[src/rtl/rv_multicycle_control_if.sv]
// ---------------------------------------------------------------------------
// rv_multicycle_control_if
// Instruction- and data-bus handshake between the multi-cycle control unit
// (master) and the memory system (slave).
//
// Handshake: a request (imem_req / dmem_req) rises when the master wants a
// transfer and is held, together with dmem_we and dmem_type, until the slave
// answers with a one-cycle ack. The transfer completes in the cycle where
// req && ack are both high. The ack may come in the first request cycle.
// imem_rdata only needs to be valid in the imem_ack cycle. The master drops
// the request in the cycle after the ack, or at once on reset.
//
// Signals:
//   imem_req   master->slave  instruction fetch request
//   imem_ack   slave->master  fetch complete
//   imem_rdata slave->master  fetched instruction word
//   dmem_req   master->slave  data access request
//   dmem_we    master->slave  1 = store, 0 = load
//   dmem_type  master->slave  funct3 width/sign code
//   dmem_ack   slave->master  data access complete
// ---------------------------------------------------------------------------
interface rv_multicycle_control_if;
   logic        imem_req;
   logic        imem_ack;
   logic [31:0] imem_rdata;
   logic        dmem_req;
   logic        dmem_we;
   logic [2:0]  dmem_type;
   logic        dmem_ack;

   modport master (
      output imem_req,
      input  imem_ack,
      input  imem_rdata,
      output dmem_req,
      output dmem_we,
      output dmem_type,
      input  dmem_ack
   );

   modport slave (
      input  imem_req,
      output imem_ack,
      output imem_rdata,
      input  dmem_req,
      input  dmem_we,
      input  dmem_type,
      output dmem_ack
   );
endinterface

[src/rtl/rv_multicycle_control.sv]
// ---------------------------------------------------------------------------
// rv_multicycle_control
// Multi-cycle RV32I control unit. Sequences IDLE/FETCH/DECODE/EXEC/MEM/WB/
// TRAP, owns the instruction register, watches bus timeouts and takes
// prioritised external interrupts at instruction boundaries.
//
// Ports:
//   clk, rst          clock (rising edge), asynchronous active-low reset
//   bus               instruction/data bus handshakes (master side)
//   irq, mie          level-sensitive interrupt lines, global enable
//   ir                instruction register
//   imm_sel           0 I, 1 S, 2 B, 3 U, 4 J immediate format
//   alu_src_b         1 = ALU operand B is the immediate
//   mem_to_reg        0 ALU result, 1 load data, 2 PC+4
//   alu_ctrl          {funct7[5], funct3} for ALU ops; 1000 sub (beq/bne),
//                     0010 slt (blt/bge), 0011 sltu (bltu/bgeu), 1111 pass B
//   jump, branch      JAL/JALR, conditional branch
//   inverse_branch    take the branch when the compare is false (bne/bge/bgeu)
//   pc_offset         1 = ALU operand A is the PC (AUIPC, JAL target)
//   reg_we, pc_we     register file / PC write strobes
//   retire            one pulse per completed instruction
//   trap, trap_cause, trap_is_irq, irq_id   trap entry and its reason
//   mret              return from trap
//   dbg_state         current FSM state
// ---------------------------------------------------------------------------
module rv_multicycle_control #(
   parameter int NUM_IRQ        = 4,
   parameter int TIMEOUT_CYCLES = 255,
   localparam int IRQ_W         = (NUM_IRQ > 1) ? $clog2(NUM_IRQ) : 1
) (
   input  logic                   clk,
   input  logic                   rst,
   rv_multicycle_control_if.master bus,
   input  logic [NUM_IRQ-1:0]     irq,
   input  logic                   mie,
   output logic [31:0]            ir,
   output logic [2:0]             imm_sel,
   output logic                   alu_src_b,
   output logic [1:0]             mem_to_reg,
   output logic [3:0]             alu_ctrl,
   output logic                   jump,
   output logic                   branch,
   output logic                   inverse_branch,
   output logic                   pc_offset,
   output logic                   reg_we,
   output logic                   pc_we,
   output logic                   retire,
   output logic                   trap,
   output logic [3:0]             trap_cause,
   output logic                   trap_is_irq,
   output logic [IRQ_W-1:0]       irq_id,
   output logic                   mret,
   output logic [2:0]             dbg_state
);
   typedef enum logic [2:0] {
      S_IDLE, S_FETCH, S_DECODE, S_EXEC, S_MEM, S_WB, S_TRAP
   } state_t;

   localparam logic [6:0] OPC_OP     = 7'b0110011;
   localparam logic [6:0] OPC_IMM    = 7'b0010011;
   localparam logic [6:0] OPC_LOAD   = 7'b0000011;
   localparam logic [6:0] OPC_STORE  = 7'b0100011;
   localparam logic [6:0] OPC_BRANCH = 7'b1100011;
   localparam logic [6:0] OPC_LUI    = 7'b0110111;
   localparam logic [6:0] OPC_AUIPC  = 7'b0010111;
   localparam logic [6:0] OPC_JAL    = 7'b1101111;
   localparam logic [6:0] OPC_JALR   = 7'b1100111;
   localparam logic [6:0] OPC_SYSTEM = 7'b1110011;

   localparam logic [15:0] TMO_LAST = 16'(TIMEOUT_CYCLES - 1);

   state_t           state_q, state_d;
   logic [31:0]      ir_q, ir_d;
   logic [15:0]      cnt_q, cnt_d;
   logic             started_q, started_d;
   logic [3:0]       cause_q, cause_d;
   logic             is_irq_q, is_irq_d;
   logic [IRQ_W-1:0] irq_id_q, irq_id_d;

   logic [6:0]       opcode;
   logic [2:0]       funct3;
   logic             known_opc, is_load, is_store, is_branch;
   logic             is_ecall, is_mret, is_legal;
   logic             timed_out, irq_pending, retire_chk, fault;
   logic [3:0]       fault_cause;
   logic [IRQ_W-1:0] irq_sel;

   assign opcode    = ir_q[6:0];
   assign funct3    = ir_q[14:12];
   assign is_load   = (opcode == OPC_LOAD);
   assign is_store  = (opcode == OPC_STORE);
   assign is_branch = (opcode == OPC_BRANCH);
   assign is_ecall  = (opcode == OPC_SYSTEM) && (ir_q[31:20] == 12'h000);
   assign is_mret   = (opcode == OPC_SYSTEM) && (ir_q[31:20] == 12'h302);
   assign is_legal  = known_opc && ((opcode != OPC_SYSTEM) || is_ecall || is_mret);

   // Datapath selects, a pure function of the instruction register.
   always_comb begin
      imm_sel        = 3'd0;
      alu_src_b      = 1'b0;
      mem_to_reg     = 2'd0;
      alu_ctrl       = 4'b0000;
      jump           = 1'b0;
      branch         = 1'b0;
      inverse_branch = 1'b0;
      pc_offset      = 1'b0;
      known_opc      = 1'b1;
      case (opcode)
         OPC_OP:    alu_ctrl = {ir_q[30], funct3};
         OPC_IMM: begin
            alu_src_b = 1'b1;
            // funct7[5] only distinguishes srai from srli among immediates
            alu_ctrl  = {(funct3 == 3'b101) & ir_q[30], funct3};
         end
         OPC_LOAD: begin
            alu_src_b  = 1'b1;
            mem_to_reg = 2'd1;
         end
         OPC_STORE: begin
            imm_sel   = 3'd1;
            alu_src_b = 1'b1;
         end
         OPC_BRANCH: begin
            imm_sel        = 3'd2;
            branch         = 1'b1;
            inverse_branch = funct3[0];
            alu_ctrl       = funct3[2] ? {3'b001, funct3[1]} : 4'b1000;
         end
         OPC_LUI: begin
            imm_sel   = 3'd3;
            alu_src_b = 1'b1;
            alu_ctrl  = 4'b1111;
         end
         OPC_AUIPC: begin
            imm_sel   = 3'd3;
            alu_src_b = 1'b1;
            pc_offset = 1'b1;
         end
         OPC_JAL: begin
            imm_sel    = 3'd4;
            alu_src_b  = 1'b1;
            pc_offset  = 1'b1;
            jump       = 1'b1;
            mem_to_reg = 2'd2;
         end
         OPC_JALR: begin
            alu_src_b  = 1'b1;
            jump       = 1'b1;
            mem_to_reg = 2'd2;
         end
         OPC_SYSTEM: known_opc = 1'b1;
         default:    known_opc = 1'b0;
      endcase
   end

   // Lowest-numbered active line wins.
   always_comb begin
      irq_sel = '0;
      for (int i = NUM_IRQ - 1; i >= 0; i--) begin
         if (irq[i]) irq_sel = IRQ_W'(i);
      end
   end

   assign irq_pending = mie & (|irq);
   assign timed_out   = (cnt_q == TMO_LAST);

   // Strobes are decoded from the registered state; the store retires in its
   // ack cycle, so these cannot be registered ahead of time.
   assign bus.imem_req  = (state_q == S_FETCH);
   assign bus.dmem_req  = (state_q == S_MEM);
   assign bus.dmem_we   = (state_q == S_MEM) && is_store;
   assign bus.dmem_type = (state_q == S_MEM) ? funct3 : 3'b000;

   assign mret   = (state_q == S_DECODE) && is_legal && is_mret;
   assign retire = mret
                || ((state_q == S_EXEC) && !is_load && !is_store)
                || ((state_q == S_MEM) && bus.dmem_ack && is_store)
                || (state_q == S_WB);
   assign reg_we = ((state_q == S_EXEC) && !is_load && !is_store && !is_branch)
                || (state_q == S_WB);
   assign trap   = (state_q == S_TRAP);
   assign pc_we  = retire || trap;

   // mret returns straight to FETCH; every other retirement is a boundary
   // where a pending interrupt may be taken.
   assign retire_chk = retire && !mret;

   always_comb begin
      state_d     = state_q;
      ir_d        = ir_q;
      cnt_d       = cnt_q;
      started_d   = 1'b1;
      cause_d     = cause_q;
      is_irq_d    = is_irq_q;
      irq_id_d    = irq_id_q;
      fault       = 1'b0;
      fault_cause = 4'd0;
      case (state_q)
         // One extra IDLE cycle so the first fetch goes out on the second
         // edge after reset release.
         S_IDLE: if (started_q) state_d = S_FETCH;
         S_FETCH: begin
            if (bus.imem_ack) begin
               ir_d    = bus.imem_rdata;
               state_d = S_DECODE;
            end else if (timed_out) begin
               fault       = 1'b1;
               fault_cause = 4'd1;
            end else begin
               cnt_d = cnt_q + 16'd1;
            end
         end
         S_DECODE: begin
            if (!is_legal) begin
               fault       = 1'b1;
               fault_cause = 4'd2;
            end else if (is_ecall) begin
               fault       = 1'b1;
               fault_cause = 4'd11;
            end else if (is_mret) begin
               state_d = S_FETCH;
            end else begin
               state_d = S_EXEC;
            end
         end
         S_EXEC: if (is_load || is_store) state_d = S_MEM;
         S_MEM: begin
            if (bus.dmem_ack) begin
               if (is_load) state_d = S_WB;
            end else if (timed_out) begin
               fault       = 1'b1;
               fault_cause = is_store ? 4'd7 : 4'd5;
            end else begin
               cnt_d = cnt_q + 16'd1;
            end
         end
         S_TRAP:  state_d = S_FETCH;
         default: state_d = state_q;
      endcase

      if (fault) begin
         state_d  = S_TRAP;
         cause_d  = fault_cause;
         is_irq_d = 1'b0;
         irq_id_d = '0;
      end
      if (retire_chk) begin
         if (irq_pending) begin
            state_d  = S_TRAP;
            cause_d  = 4'd11;
            is_irq_d = 1'b1;
            irq_id_d = irq_sel;
         end else begin
            state_d = S_FETCH;
         end
      end
      if ((state_d != state_q) && ((state_d == S_FETCH) || (state_d == S_MEM))) begin
         cnt_d = '0;
      end
   end

   always_ff @(posedge clk or negedge rst) begin
      if (!rst) begin
         state_q   <= S_IDLE;
         ir_q      <= 32'h00000013;
         cnt_q     <= '0;
         started_q <= 1'b0;
         cause_q   <= 4'd0;
         is_irq_q  <= 1'b0;
         irq_id_q  <= '0;
      end else begin
         state_q   <= state_d;
         ir_q      <= ir_d;
         cnt_q     <= cnt_d;
         started_q <= started_d;
         cause_q   <= cause_d;
         is_irq_q  <= is_irq_d;
         irq_id_q  <= irq_id_d;
      end
   end

   assign ir          = ir_q;
   assign trap_cause  = cause_q;
   assign trap_is_irq = is_irq_q;
   assign irq_id      = irq_id_q;
   assign dbg_state   = state_q;
endmodule
[src/flat_wrapper.sv]
// flat-port wrapper written by rule: the top's interface ports become plain ports
module rv_multicycle_control_flat 
#(
   parameter int NUM_IRQ        = 4,
   parameter int TIMEOUT_CYCLES = 255,
   localparam int IRQ_W         = (NUM_IRQ > 1) ? $clog2(NUM_IRQ) : 1
)
  (clk, rst, irq, mie, ir, imm_sel, alu_src_b, mem_to_reg, alu_ctrl, jump, branch, inverse_branch, pc_offset, reg_we, pc_we, retire, trap, trap_cause, trap_is_irq, irq_id, mret, dbg_state, bus_imem_req, bus_imem_ack, bus_imem_rdata, bus_dmem_req, bus_dmem_we, bus_dmem_type, bus_dmem_ack);
  rv_multicycle_control_if bus_i ();
  input  logic clk;
  input  logic rst;
  input  logic [NUM_IRQ-1:0] irq;
  input  logic mie;
  output logic [31:0] ir;
  output logic [2:0] imm_sel;
  output logic alu_src_b;
  output logic [1:0] mem_to_reg;
  output logic [3:0] alu_ctrl;
  output logic jump;
  output logic branch;
  output logic inverse_branch;
  output logic pc_offset;
  output logic reg_we;
  output logic pc_we;
  output logic retire;
  output logic trap;
  output logic [3:0] trap_cause;
  output logic trap_is_irq;
  output logic [IRQ_W-1:0] irq_id;
  output logic mret;
  output logic [2:0] dbg_state;
  output wire logic [$bits(bus_i.imem_req)-1:0] bus_imem_req;
  input wire logic [$bits(bus_i.imem_ack)-1:0] bus_imem_ack;
  input wire logic [$bits(bus_i.imem_rdata)-1:0] bus_imem_rdata;
  output wire logic [$bits(bus_i.dmem_req)-1:0] bus_dmem_req;
  output wire logic [$bits(bus_i.dmem_we)-1:0] bus_dmem_we;
  output wire logic [$bits(bus_i.dmem_type)-1:0] bus_dmem_type;
  input wire logic [$bits(bus_i.dmem_ack)-1:0] bus_dmem_ack;
  assign bus_imem_req = bus_i.imem_req;
  assign bus_i.imem_ack = bus_imem_ack;
  assign bus_i.imem_rdata = bus_imem_rdata;
  assign bus_dmem_req = bus_i.dmem_req;
  assign bus_dmem_we = bus_i.dmem_we;
  assign bus_dmem_type = bus_i.dmem_type;
  assign bus_i.dmem_ack = bus_dmem_ack;
  rv_multicycle_control #(.NUM_IRQ(NUM_IRQ), .TIMEOUT_CYCLES(TIMEOUT_CYCLES)) u_core (.clk(clk), .rst(rst), .bus(bus_i), .irq(irq), .mie(mie), .ir(ir), .imm_sel(imm_sel), .alu_src_b(alu_src_b), .mem_to_reg(mem_to_reg), .alu_ctrl(alu_ctrl), .jump(jump), .branch(branch), .inverse_branch(inverse_branch), .pc_offset(pc_offset), .reg_we(reg_we), .pc_we(pc_we), .retire(retire), .trap(trap), .trap_cause(trap_cause), .trap_is_irq(trap_is_irq), .irq_id(irq_id), .mret(mret), .dbg_state(dbg_state));
endmodule
[config.mk]
export PLATFORM = sky130hd
export DESIGN_NAME = rv_multicycle_control_flat
export DESIGN_NICKNAME = d
export VERILOG_FILES = /design/src/rtl/rv_multicycle_control_if.sv /design/src/rtl/rv_multicycle_control.sv /design/src/flat_wrapper.sv
export SDC_FILE = /design/constraint.sdc
export NUM_CORES = 1
export LEC_CHECK = 0
export CELL_PAD_IN_SITES_DETAIL_PLACEMENT = 0
export CELL_PAD_IN_SITES_GLOBAL_PLACEMENT = 1
export CORE_MARGIN = 3
export CORE_UTILIZATION = 34
export CTS_CLUSTER_DIAMETER = 50
export DETAILED_ROUTE_END_ITERATION = 10
export GPL_TIMING_DRIVEN = 0
export PLACE_DENSITY = 0.81
export SLEW_MARGIN = 20
export SYNTH_ARGS = -nofsm -noshare
export SYNTH_HDL_FRONTEND = slang
export SYNTH_SLANG_ARGS = --single-unit
[constraint.sdc]
create_clock -name clk -period 2.5 [get_ports clk]
set_clock_uncertainty 0.05 [all_clocks]
set_input_delay 0.625 -clock clk [delete_from_list [all_inputs] [get_ports clk]]
set_output_delay 0.625 -clock clk [all_outputs]
set_load 0.01 [all_outputs]
==> impl_metrics.prom <==
# TYPE chip_impl_metric gauge
chip_impl_metric{name="wirelength_met1",unit="µm"} 4200
chip_impl_metric{name="fin_crit_sh",unit="%"} 108
chip_impl_metric{name="min_period",unit="ns"} 2.70
chip_impl_info{name="synth_top_area_cell",value="sky130_fd_sc_hd__dfrtp_1"} 1
chip_impl_metric{name="power_leakage",unit="nW"} 2.14
chip_impl_info{name="cpMaxStageDelayCell",value="sky130_fd_sc_hd__dfstp_2"} 1
chip_impl_metric{name="first_global_vias",unit=""} 2977
chip_impl_metric{name="ys_seq_area_share",unit="%"} 47.5
chip_impl_metric{name="share_of_synthesized_flip_flops_with_an_asynchronous_set_or_reset",unit="%"} 100
chip_impl_metric{name="die_area",unit="mm²"} 0.0104
chip_impl_metric{name="first_pass_iters",unit=""} 4
chip_impl_metric{name="htree_levels",unit=""} 3
chip_impl_metric{name="viasPerCell",unit=""} 5.22
chip_impl_metric{name="power_density",unit="mW/mm²"} 1180
chip_impl_metric{name="post_synth_num_cell_types",unit=""} 64
chip_impl_metric{name="synth_warnings",unit=""} 0
chip_impl_metric{name="antenna_found_initial",unit=""} 0
chip_impl_metric{name="routedWlPerCell",unit="µm"} 17.3
chip_impl_metric{name="max_cap_viol_count",unit=""} 0
chip_impl_metric{name="met2_length",unit="µm"} 4880
chip_impl_metric{name="num_io_pins",unit=""} 108
chip_impl_metric{name="grt.overflow.total",unit=""} 0
chip_impl_metric{name="floorplan.initialDensity",unit="%"} 35.4
chip_impl_metric{name="postLayoutSetupSlackWorst",unit="ns"} -0.202
chip_impl_metric{name="worst-slew-pin-transition",unit="ns"} 0.584
chip_impl_info{name="synth_flop_cell",value="sky130_fd_sc_hd__dfrtp_1"} 1
chip_impl_info{name="critical_path.reg2reg.endpoint",value="u_core.cnt_q[14]$_DFFE_PN0P_"} 1
chip_impl_metric{name="ant_nets",unit=""} 0
chip_impl_metric{name="setup_total_negative_slack",unit="ns"} -1.13
chip_impl_info{name="outcome",value="finished with violations"} 1
chip_impl_metric{name="drc_errors",unit=""} 0
chip_impl_metric{name="holdBufCountCts",unit=""} 0
chip_impl_metric{name="syn-num-nets",unit=""} 342
chip_impl_metric{name="synth_seq_cells",unit=""} 59
chip_impl_metric{name="cts_inserted_buffers",unit=""} 9
chip_impl_metric{name="max_stage_delay",unit="ns"} 0.56
chip_impl_metric{name="synth_to_layout_area_growth",unit="%"} 61.8
chip_impl_metric{name="timing_max_transition_violations_final",unit=""} 0
chip_impl_metric{name="floorplan.core_area",unit="mm²"} 0.00881
chip_impl_metric{name="fp-row-count",unit=""} 34
chip_impl_metric{name="synth_area_per_cell",unit="µm²"} 10.4
chip_impl_info{name="clock_tree_from_tritoncts",value="done"} 1
chip_impl_metric{name="required",unit="ns"} 1.82
chip_impl_metric{name="floorplan.die.width",unit="µm"} 102
chip_impl_metric{name="clkLatencyLatePin",unit="ns"} 0.34
chip_impl_metric{name="synthDominantCellAreaShare",unit="%"} 44.9
chip_impl_info{name="topRoutingLayerUsed",value="met4"} 1
chip_impl_metric{name="synth_area",unit="mm²"} 0.00312
chip_impl_metric{name="clkSinkCount",unit=""} 59
chip_impl_metric{name="route.met3.wl",unit="µm"} 475
chip_impl_info{name="layout_commonest_cell",value="sky130_fd_sc_hd__clkdlybuf4s50_1"} 1
chip_impl_metric{name="path_clk_slew",unit="ns"} 0.07
chip_impl_metric{name="port-buffer-count",unit=""} 107
chip_impl_metric{name="grt_max_degree",unit=""} 48
chip_impl_metric{name="post_synth_inst_count",unit=""} 299
chip_impl_info{name="timing.setup.critical_path_class",value="reg -> out"} 1
chip_impl_metric{name="wl",unit="µm"} 9810
chip_impl_metric{name="finish.net_count",unit=""} 497
chip_impl_metric{name="num_antenna_cells",unit=""} 0
chip_impl_metric{name="final_core_util",unit="%"} 57.3
chip_impl_info{name="crit_path_start_kind",value="flop"} 1
chip_impl_info{name="violations",value="setup timing"} 1
chip_impl_metric{name="setup_violations",unit=""} 8
chip_impl_info{name="worst_hold_path_type",value="in -> async"} 1
chip_impl_metric{name="slew_headroom",unit="%"} 60.9
chip_impl_metric{name="irDropWorstVdd",unit="mV"} 0.537
chip_impl_info{name="synth_top_cells_by_area",value="sky130_fd_sc_hd__dfrtp_1 45%, sky130_fd_sc_hd__mux2_2 11%, sky130_fd_sc_hd__a21oi_1 3.4%"} 1
chip_impl_metric{name="groute.usage.overall",unit="%"} 19.1
chip_impl_info{name="mostFrequentLayoutCells",value="83 x sky130_fd_sc_hd__clkdlybuf4s50_1, 52 x sky130_fd_sc_hd__dfrtp_1, 35 x sky130_fd_sc_hd__buf_4, 31 x sky130_fd_sc_hd__mux2_2, 18 x sky130_fd_sc_hd__a21oi_1"} 1
chip_impl_metric{name="regToRegSetupSlack",unit="ns"} 0.09
chip_impl_metric{name="die_height",unit="µm"} 102
chip_impl_metric{name="grt_first_pass_wirelength",unit="µm"} 15300
chip_impl_info{name="rsz0062_at_grt",value="yes"} 1
chip_impl_info{name="endpoint_kind",value="output pin"} 1
chip_impl_metric{name="cp_max_fo",unit=""} 4
chip_impl_metric{name="critPathArrivalTime",unit="ns"} 2.03
chip_impl_metric{name="final_layout_size_suffix_gt1_share",unit="%"} 35.3
chip_impl_metric{name="drtIter0Drc",unit=""} 114
chip_impl_metric{name="gp_routability_congestion",unit=""} 0.873
chip_impl_metric{name="reg2reg_depth",unit=""} 8
chip_impl_metric{name="cts_buffer_depth",unit=""} 2
chip_impl_info{name="r2r-start",value="u_core.ir[1]$_DFFE_PN1P_"} 1
chip_impl_info{name="cts_root_buffer",value="sky130_fd_sc_hd__clkbuf_8"} 1
chip_impl_metric{name="max_freq",unit="MHz"} 370
chip_impl_metric{name="vias",unit=""} 2960
chip_impl_metric{name="finalHoldViolations",unit=""} 0
chip_impl_info{name="crit_path_cell_trace",value="or3b_4 > or2_4 > nor2_4 > buf_6 > a221o_1 > buf_2"} 1
chip_impl_metric{name="synth_edf_count",unit=""} 0
chip_impl_metric{name="place.detailed.hpwl",unit="µm"} 6560
-- area by class of cell --
cell class	count	area, µm²
clock buffers	16	170
multi-input cells	222	1820
inverters	7	26.3
fillers	757	3760
plain buffers	9	75.1
flip-flops and latches	59	1490
repair buffers	146	1340
well taps	108	135
-- sequential cells by signal, indices dropped and copies added (netlist names) --
register / count
u_core.started_q: 1
u_core.irq_id: 2
u_core.dbg_state: 3
u_core.trap_is_irq: 1
u_core.trap_cause: 4
u_core.ir: 32
u_core.cnt_q: 16
-- report_power, final --
group	internal, W	switching, W
Sequential	0.00133	0.000386
Clock	0.000417	0.000369
Combinational	0.00188	0.00156
-- worst max-delay path: cells and delay by family (launching register included) --
| kind | cells | cell delay, ns |
|---|---|---|
| compound gates | 1 | 0.09 |
| buf+inv | 2 | 0.24 |
| simple gates | 3 | 0.80 |
| flops | 1 | 0.56 |
-- timing repair --
item | 4_1_cts | 5_1_grt
gates cloned | 1 | 0
gates resized for setup | 114 | 40
hold endpoints to repair | 0 | 0
pin swaps | 17 | 13
setup buffers | 31 | 9
setup endpoints to repair | 39 | 47
-- cells in the mapped netlist (3+ instances only) --
library cell	count
sky130_fd_sc_hd__buf_2	3
sky130_fd_sc_hd__dfstp_2	3
sky130_fd_sc_hd__nand3_1	15
sky130_fd_sc_hd__xor2_1	11
sky130_fd_sc_hd__mux2_2	31
sky130_fd_sc_hd__nand2_1	18
sky130_fd_sc_hd__and3_1	7
sky130_fd_sc_hd__a21o_1	4
sky130_fd_sc_hd__nand4_1	5
sky130_fd_sc_hd__a21oi_1	21
sky130_fd_sc_hd__o211ai_1	3
sky130_fd_sc_hd__nand2b_1	3
sky130_fd_sc_hd__a31oi_1	4
sky130_fd_sc_hd__o21ai_0	12
sky130_fd_sc_hd__clkbuf_1	6
sky130_fd_sc_hd__dfrtp_1	56
sky130_fd_sc_hd__and2_1	6
sky130_fd_sc_hd__nor3_1	5
sky130_fd_sc_hd__nor3b_1	6
sky130_fd_sc_hd__inv_1	7
sky130_fd_sc_hd__xnor2_1	5
sky130_fd_sc_hd__nor2_1	21
-- through the flow --
step	hold WS (ns)	total power (W)	setup slack, ns	instance area (µm²)	std cells
after floorplan	0.279	0.00304	0.119	3120	299
after global placement	0.422	0.00429	-1.24	4330	514
after detailed placement	0.422	0.00433	-0.738	4350	515
after CTS	0.0747	0.00568	-0.207	4900	560
after global routing	0.0779	0.00630	-0.279	5050	567
final	0.0810	0.00593	-0.202	5050	567
-- cells by family after synthesis --
logic type,synth area share [%]
compound gates,13.3
simple gates,19.8
mux,11.2
buf+inv,2.85
fa+ha+maj,0.802
xor+xnor,4.49
other cells,0.120
flops,47.5
-- per-layer routing --
metal / vias up / global-route usage, %
met4: 0 / 8.79
met1: 1449 / 24.4
li1: 1399 / -
met3: 20 / 4.34
met2: 92 / 30.7
met5: - / 0
-- worst max path at each step --
stage,start,to,slack (ns),depth (start not counted)
global route,u_core.ir[0]$_DFFE_PN1P_,alu_ctrl[3],-0.28,6
finish,u_core.ir[4]$_DFFE_PN1P_,alu_ctrl[1],-0.20,6
CTS,u_core.ir[0]$_DFFE_PN1P_,pc_we,-0.21,5
floorplan,u_core.ir[1]$_DFFE_PN1P_,pc_we,0.12,4
global placement,rst,u_core.ir[18]$_DFFE_PN0P_,-1.24,1
detailed placement,bus_dmem_ack,retire,-0.74,6
No activity file was read; power rests on OpenSTA's default activity.
